### src/rtl/rc_dsp_pkg.sv
// Shared types and constants for the block serializer output stage.
// Sample width, unroll factor, block container type and read-index helpers.
package rc_dsp_pkg;

    localparam int DWIDTH = 15;
    localparam int UNR    = 4;
    localparam int IDX_W  = (UNR > 1) ? $clog2(UNR) : 1;

    localparam logic [IDX_W-1:0] IDX_LAST = IDX_W'(UNR - 1);

    typedef logic [DWIDTH-1:0] sample_t;
    typedef sample_t           block_t [UNR];

    // Number of buffered blocks in the ping-pong store
    typedef enum logic [1:0] {
        OCC_EMPTY = 2'd0,
        OCC_ONE   = 2'd1,
        OCC_FULL  = 2'd2
    } occ_e;

    function automatic logic [IDX_W-1:0] idx_advance(input logic [IDX_W-1:0] idx);
        return (idx == IDX_LAST) ? '0 : idx + IDX_W'(1);
    endfunction

endpackage

### src/rtl/blk_pingpong2.sv
// Two-entry block store with write/read slot pointers and occupancy tracking.
// rd_blk presents the read slot's contents as they will be after the current edge.
module blk_pingpong2
    import rc_dsp_pkg::*;
(
    input  logic   CLK,
    input  logic   RST_N,
    input  logic   push,
    input  block_t push_blk,
    input  logic   pop_blk,
    output logic   full,
    output logic   empty,
    output logic   full_next,
    output logic   empty_next,
    output block_t rd_blk
);

    occ_e    occ_reg;
    occ_e    occ_next;
    logic    wr_reg;
    logic    rd_reg;
    logic    rd_sel;
    sample_t slot_reg [2][UNR];

    assign full       = (occ_reg == OCC_FULL);
    assign empty      = (occ_reg == OCC_EMPTY);
    assign full_next  = (occ_next == OCC_FULL);
    assign empty_next = (occ_next == OCC_EMPTY);

    // Callers never push while full or pop a block while empty.
    always_comb begin
        occ_next = occ_reg;
        unique case (occ_reg)
            OCC_EMPTY: begin
                if (push)
                    occ_next = OCC_ONE;
            end
            OCC_ONE: begin
                if (push && !pop_blk)
                    occ_next = OCC_FULL;
                else if (!push && pop_blk)
                    occ_next = OCC_EMPTY;
            end
            OCC_FULL: begin
                if (pop_blk)
                    occ_next = OCC_ONE;
            end
            default: occ_next = OCC_EMPTY;
        endcase
    end

    // Look-ahead view: a block written this cycle into the slot that becomes
    // the read slot is forwarded so the next sample register sees it at once.
    assign rd_sel = rd_reg ^ pop_blk;

    always_comb begin
        for (int j = 0; j < UNR; j++) begin
            rd_blk[j] = slot_reg[rd_sel][j];
            if (push && (wr_reg == rd_sel))
                rd_blk[j] = push_blk[j];
        end
    end

    always_ff @(posedge CLK or negedge RST_N) begin
        if (!RST_N) begin
            occ_reg <= OCC_EMPTY;
            wr_reg  <= 1'b0;
            rd_reg  <= 1'b0;
            for (int s = 0; s < 2; s++) begin
                for (int j = 0; j < UNR; j++) begin
                    slot_reg[s][j] <= '0;
                end
            end
        end else begin
            occ_reg <= occ_next;
            if (push) begin
                for (int j = 0; j < UNR; j++) begin
                    slot_reg[wr_reg][j] <= push_blk[j];
                end
                wr_reg <= ~wr_reg;
            end
            if (pop_blk)
                rd_reg <= ~rd_reg;
        end
    end

endmodule

### src/rtl/blk_serializer.sv
// Block-to-serial output stage: UNR samples per accepted block, one per cycle out.
// Optional underrun counter enabled by defining SER_UNDERRUN_CNT_EN.
module blk_serializer
    import rc_dsp_pkg::*;
(
    input  logic              CLK,
    input  logic              RST_N,
    input  logic              in_valid,
    output logic              in_ready,
    input  logic [DWIDTH-1:0] din [UNR],
    output logic              out_valid,
    input  logic              out_ready,
    output logic [DWIDTH-1:0] dout
`ifdef SER_UNDERRUN_CNT_EN
    ,
    output logic [15:0]       underrun_cnt
`endif
);

    logic             push;
    logic             pop;
    logic             pop_blk;
    logic             full;
    logic             empty;
    logic             full_next;
    logic             empty_next;
    block_t           rd_blk;
    logic [IDX_W-1:0] idx_reg;
    logic [IDX_W-1:0] idx_next;
    logic             in_ready_reg;
    sample_t          dout_reg;
    sample_t          dout_next;

    assign out_valid = ~empty;
    assign in_ready  = in_ready_reg;
    assign dout      = dout_reg;

    assign push    = in_valid & in_ready_reg & ~full;
    assign pop     = out_valid & out_ready;
    assign pop_blk = pop & (idx_reg == IDX_LAST);

    blk_pingpong2 u_pingpong (
        .CLK        (CLK),
        .RST_N      (RST_N),
        .push       (push),
        .push_blk   (din),
        .pop_blk    (pop_blk),
        .full       (full),
        .empty      (empty),
        .full_next  (full_next),
        .empty_next (empty_next),
        .rd_blk     (rd_blk)
    );

    // dout is loaded one edge ahead so it is a plain register at the port;
    // when the store drains it keeps the last emitted sample.
    always_comb begin
        idx_next = idx_reg;
        if (pop)
            idx_next = idx_advance(idx_reg);
        dout_next = dout_reg;
        if (!empty_next)
            dout_next = rd_blk[idx_next];
    end

    always_ff @(posedge CLK or negedge RST_N) begin
        if (!RST_N) begin
            idx_reg      <= '0;
            in_ready_reg <= 1'b0;
            dout_reg     <= '0;
        end else begin
            idx_reg      <= idx_next;
            in_ready_reg <= ~full_next;
            dout_reg     <= dout_next;
        end
    end

`ifdef SER_UNDERRUN_CNT_EN
    logic        started_reg;
    logic [15:0] underrun_cnt_reg;

    always_ff @(posedge CLK or negedge RST_N) begin
        if (!RST_N) begin
            started_reg      <= 1'b0;
            underrun_cnt_reg <= '0;
        end else begin
            if (push)
                started_reg <= 1'b1;
            if (started_reg && out_ready && !out_valid && (underrun_cnt_reg != 16'hFFFF))
                underrun_cnt_reg <= underrun_cnt_reg + 16'd1;
        end
    end

    assign underrun_cnt = underrun_cnt_reg;
`endif

endmodule

### config.mk
export PLATFORM = sky130hd
export DESIGN_NAME = blk_serializer
export DESIGN_NICKNAME = d
export VERILOG_FILES = /design/src/rtl/rc_dsp_pkg.sv /design/src/rtl/blk_pingpong2.sv /design/src/rtl/blk_serializer.sv
export SDC_FILE = /design/constraint.sdc
export NUM_CORES = 1
export LEC_CHECK = 0
export CAP_MARGIN = 20
export CORE_UTILIZATION = 50
export DETAILED_ROUTE_END_ITERATION = 10
export PLACE_DENSITY = 0.71
export SLEW_MARGIN = 20
export SYNTH_ARGS = -nofsm -noshare
export SYNTH_HDL_FRONTEND = slang
export SYNTH_SLANG_ARGS = --single-unit
### constraint.sdc
create_clock -name CLK -period 4.5 [get_ports CLK]
set_clock_uncertainty 0.2 [all_clocks]
set_input_delay 0.45 -clock CLK [delete_from_list [all_inputs] [get_ports CLK]]
set_output_delay 0.45 -clock CLK [all_outputs]
set_load 0.01 [all_outputs]
; ---- Yosys cells after proc, flatten, opt, wreduce, memory -nomap -nowiden
; Cells that the tools add are included.
[totals]
ff_bits = 142
inputBits = 64
out_inout_bits = 17
elab_cells = 74
[op_classes]
add_sub_neg = 1
n_lt_le_gt_ge = 4
eq_ne = 5
mux = 29
bitwise = 13
n_reduce_logical = 8
[op_table]
columns = cell, count
row1 = $bwmux 120, 4
row2 = $demux 60 s1, 4
row3 = $mux 60, 4
row4 = $mux 15, 7
row5 = $mux 45, 1
row6 = $bmux 15 s2, 1
row7 = $mux 30, 1
row8 = $mux 2, 6
row9 = $eq 2x2->1 const B, 3
row10 = $pmux 2 s3, 1
row11 = $not 1->1, 5
row12 = $and 1x1->1, 4
row13 = $ge 2x2->1 const B, 2
row14 = $logic_and 1x1->1, 4
row15 = $logic_not 2->1, 2
row16 = $not 1->2, 2
row17 = $ge 3x3->1 const B, 1
row18 = $not 2->3, 1
row19 = $add 2x1->2 const B, 1
row20 = $eq 2x1->1 const B, 1
row21 = $logic_not 1->1, 2
row22 = $lt 2x1->1 const B, 1
row23 = $eq 1x1->1, 1
row24 = $xor 1x1->1, 1

; ---- Logic depth before layout (Yosys ltp)
[logic_depth]
ltp_word = 13
mapped_depth = 11
mapped_depth_nobuf = 8

; ---- Modules after synthesis
; From an unflattened synthesis, not the netlist that was laid out.
[unflattened]
cells_unflattened = 646
area_unflattened_um2 = 8105.3
[modules_own_cells]
columns = mod, instances, cells_per_inst, area_each_um2, seq_area_each_um2
row1 = blk_pingpong2, 1, 409, 6138.4, 3103.0
row2 = blk_serializer, 1, 237, 1966.9, 450.4

; ---- Worst setup path before layout
; OpenSTA, ideal clock, no wires.
[synth_timing]
path_type = register to register
from = register idx_reg[1]
to = register dout_reg[13] (netlist: dout[13])
setup_time_ns = 0.123
t_arrival_ns = 1.870
required_ns = 4.177
slack_ns = 2.307
path_stages_with_launch = 8
n_path_buf = 1
period_less_slack_ns = 2.193
cell_sequence = dfrtp_1 > ha_1 > o211ai_2 > xor2_2 > buf_6 > mux4_2 > a211oi_2 > nor3_1
[synth_between]
elab_chain_cells = 11
word_cells_on_any_way = 28
cone_classes = 1 x add/sub / 2 x eq/ne / 16 x mux / 4 x bitwise / 5 x reduce/logical
[synth_rtl]
columns = element, line_no
row1 = from (decl), blk_serializer.sv:28  ; logic [IDX_W-1:0] idx_reg;
row2 = from (signal assigned), blk_serializer.sv:72  ; idx_reg <= idx_next;
row3 = $eq 2x2->1, "rc_dsp_pkg.sv:22, blk_serializer.sv:40"
row4 = $and 1x1->1, blk_serializer.sv:40  ; assign pop_blk = pop & (idx_reg == IDX_LAST);
row5 = $xor 1x1->1, blk_pingpong2.sv:54  ; assign rd_sel = rd_reg ^ pop_blk;
row6 = $not 1->2 (implied by the code), blk_pingpong2.sv:58  ; rd_blk[j] = slot_reg[rd_sel][j];
row7 = $mux 60 (implied by the code) (3 in series), blk_pingpong2.sv:58
row8 = $mux 15, blk_pingpong2.sv:59  ; if (push && (wr_reg == rd_sel))
row9 = $bmux 15 s2, blk_serializer.sv:63  ; dout_next = rd_blk[idx_next];
row10 = $mux 15 (implied by the code) (2 in series), blk_serializer.sv:63
row11 = to (signal assigned), blk_serializer.sv:74  ; dout_reg <= dout_next;
row12 = to (decl), blk_serializer.sv:31  ; sample_t dout_reg;
; Parallel ways exist; a longest one is shown, timed or not. The select of a mux whose other input is x is not followed.
; A chain may end at the register's enable or synchronous reset.

; ---- Final worst setup path
[layout_timing]
from = register idx_reg[0]
to = register dout_reg[1] (netlist: dout[1])
; Same word-level chain as after synthesis.

==> qor.yml <==
netSwitchingPower_w: 0.00271
starting_density_of_the_core_pct: 51.6
total_of_max_cap_violations: 0
cts_buffers: 17
drc: 0
worst_pin_slew_ns: 0.938
critical_path_required_ns: 4.60
cts-resized-gates: 0
cts_root_cell: "sky130_fd_sc_hd__clkbuf_16"
synthesis.area_per_instance_sq_um: 9.96
rows: 43
tritoncts: "built"
drt-wirelength-per-cell_microns: 18.1
ant_nets: 0
area_grow_syn2layout_pct: 20.2
post-route-period-util_pct: 65.7
crit_path_max_incr_delay_ns: 0.41
num_vias: 5610
cp_cell_sequence: "ha_1 -> o211ai_2 -> xor2_4 -> buf_12 -> inv_2 -> nand2_1 -> o221ai_1 -> a32oi_1 -> nand3_1"
run_status: "complete, no violations"
drt_first_iter_violations: 480
swShare_pct: 38.7
multiInputGateArea_sq_um: 3370
part_of_the_yosys_area_used_for_sequential_elements_pct: 49.2
yosys_register_bits: 142
yosys_warnings: 0
maxSlewViolCount: 0
internal_power_w: 0.00429
synth.area.top_cells: "sky130_fd_sc_hd__dfrtp_1 49%, sky130_fd_sc_hd__nand2_1 13%, sky130_fd_sc_hd__mux2_2 10%, sky130_fd_sc_hd__mux2i_1 7.1%, sky130_fd_sc_hd__mux4_2 1.9%"
pwr-share-comb_pct: 45.9
synthDistinctLibCells: 47
first_pass_grt_wire_length_mm: 27.7
viasPerCell: 5.74
n_antenna_cell: 0
leakage_nw: 3.95
timing.fmax_mhz: 338
synth.cell_area_sq_um: 7220
htreeDepth: 4
unrepaired_setup_endpoints_after_global_routing: "false"
worst_max_slew_margin_expressed_relative_to_the_limit_pct: 37.5
grt_pass1_vias: 5378
cp_data_arrival_time_ns: 3.05
globalRouteTotalUtil_pct: 24.5
cpMaxStageDelayCell: "sky130_fd_sc_hd__dfrtp_1"
detailedPlace.worstSlack_ns: 1.23
ir_drop_mv: 0.446
port_buffers: 80
setup-tns-final_ns: 0
ioPinCount: 81
area_enclosed_by_the_die_boundary_sq_um: 14900
synth_largest_area_cell: "sky130_fd_sc_hd__dfrtp_1"
die_y_microns: 122
power-per-cell-area_nw_per_um2: 807
chipWidth_microns: 122
postRouteWirelength_mm: 17.7
timing.final.hold_violations: 0
layout.filler_cells: 1163
path_max_fanout: 64
clock_sinks: 142
worstSkewPairLatency_ns: 0.42
largest_register_ffs: 120
core_area_sq_um: 14000
dp_hpwl_mm: 11.3
synth.net_count: 790
layout.nets: 852
setup.worst_path.end_class: "flop"
overflow: 0
worst_hold_path_type: "reg2reg"
drt_pre_antenna_iters: 8
setup.worst_path.start_class: "flop"
timing.final.ws_setup_ns: 1.54
synth_largest_type_area_fraction_pct: 49.2
clkSlewWorstSetupHoldPaths_ns: 0.06
ctsLongestPathBuffers: 2
timing.reg2reg.setup_slack_ns: 1.54
final-setup-viol-count: 0
seq_area_sq_um: 3550
fin_crit_ns: 2.96
crit_type: "reg2reg"
post_route_cells_drive_above_1_share_pct: 16.2
antenna_found_initial: 0
grt_start_max_net_pins: 111
p_seq_share_pct: 33.2
pwr-share-clk_pct: 20.9
instance_count_of_the_mapped_netlist: 725
place.gp.congestion: 0.843
metrics by stage:
stage	cell area, sq um	hold slack, ns	utilization [%]	cells	total power (W)
after global routing	8670	0.293	62.0	978	0.00741
after floorplan	7220	-0.0456	-	725	0.00469
final	8670	0.272	62.0	978	0.00700
after CTS	8660	0.0269	61.9	977	0.00700
after global placement	8050	0.252	57.6	947	0.00540
after detailed placement	8050	0.260	57.6	947	0.00552
repair_timing:
action / CTS / global route
buffers inserted: 0 / 0
hold buffers: 0 / 1
endpoints found under the hold margin: 0 / 1
cell type report:
cell class,instances,area share (%)
flip-flops and latches,142,41.0
multi-input cells,530,38.8
repair buffers,91,10.4
clock buffers,19,5.11
well taps,180,2.60
clock inverters,11,1.92
inverters,5,0.216
critical path: cells and delay by family, from the launching register on:
family,cells,cell delay [ns]
buf+inv,2,0.72
flops,1,0.41
simple gates,2,0.28
fa+ha+maj,1,0.28
xor+xnor,1,0.24
compound gates,3,0.61
cells by family (layout without fill, tap and decap cells):
group | after synthesis | in the layout | synth area share, %
compound gates | 89 | 89 | 8.32
mux | 124 | 124 | 19.6
xor+xnor | 2 | 2 | 0.347
flops | 142 | 142 | 49.2
simple gates | 314 | 314 | 17.9
fa+ha+maj | 1 | 1 | 0.173
buf+inv | 53 | 126 | 4.49
synth_stat cells, drive strengths merged:
master / count
o21ai: 21
buf: 39
mux2i: 52
inv: 5
o221ai: 4
nor3: 8
nor3b: 1
o22ai: 1
nand4: 12
nand2b: 1
nand2: 244
clkbuf: 9
a31oi: 5
nor2b: 6
a22oi: 4
a211oi: 6
ha: 1
xnor2: 1
a21boi: 1
mux2: 66
a211o: 4
or2: 2
mux4: 6
o211ai: 11
or3: 4
and2b: 1
dfrtp: 142
and2: 1
a32oi: 4
nand3: 14
o31ai: 5
nor2: 20
a21oi: 22
xor2: 1
o211a: 1
power by group through the flow:
stage	clock, W	sequential, W	combinational [W]
5_1_grt	0.00153	0.00239	0.00350
2_1_floorplan	0	0.00221	0.00248
6_report	0.00146	0.00232	0.00321
4_1_cts	0.00148	0.00231	0.00321
3_5_place_dp	0	0.00233	0.00319
3_3_place_gp	0	0.00229	0.00311
worst paths after layout:
kind / start / endpoint / depth (start not counted)
min in group asynchronous: RST_N / u_pingpong.occ_reg[0] / 2
max in group asynchronous: RST_N / u_pingpong.slot_reg[75] / 3
worst min register to register: u_pingpong.slot_reg[22] / u_pingpong.slot_reg[22] / 2
worst max register to register: idx_reg[0] / dout[1] / 9
worst max-delay path: idx_reg[0] / dout[1] / 9
worst min-delay path: u_pingpong.slot_reg[22] / u_pingpong.slot_reg[22] / 2
cell usage in the layout (no fill, tap or decap), types with 5 or more instances in the layout:
cell,instances
sky130_fd_sc_hd__nand2_1,243
sky130_fd_sc_hd__dfrtp_1,142
sky130_fd_sc_hd__clkdlybuf4s50_1,79
sky130_fd_sc_hd__mux2_2,66
sky130_fd_sc_hd__mux2i_1,51
sky130_fd_sc_hd__a21oi_1,21
sky130_fd_sc_hd__o21ai_0,20
sky130_fd_sc_hd__nor2_1,18
sky130_fd_sc_hd__clkbuf_16,17
sky130_fd_sc_hd__nand3_1,14
sky130_fd_sc_hd__nand4_1,12
sky130_fd_sc_hd__o211ai_1,10
sky130_fd_sc_hd__buf_4,9
sky130_fd_sc_hd__mux4_2,6
sky130_fd_sc_hd__nor2b_1,6
sky130_fd_sc_hd__nor3_1,6
sky130_fd_sc_hd__a31oi_1,5
sky130_fd_sc_hd__a211oi_1,5
per-layer routing:
metal | global-route usage [%] | share of wire, % | vias to the layer above
met5 | 0 | 0 | -
met2 | 36.9 | 45 | 215
met4 | 9.22 | 1.7 | 0
li1 | - | - | 2611
met1 | 35.1 | 47 | 2752
met3 | 4.78 | 5.9 | 32
Note: power is estimated with default switching activity, not from simulation.
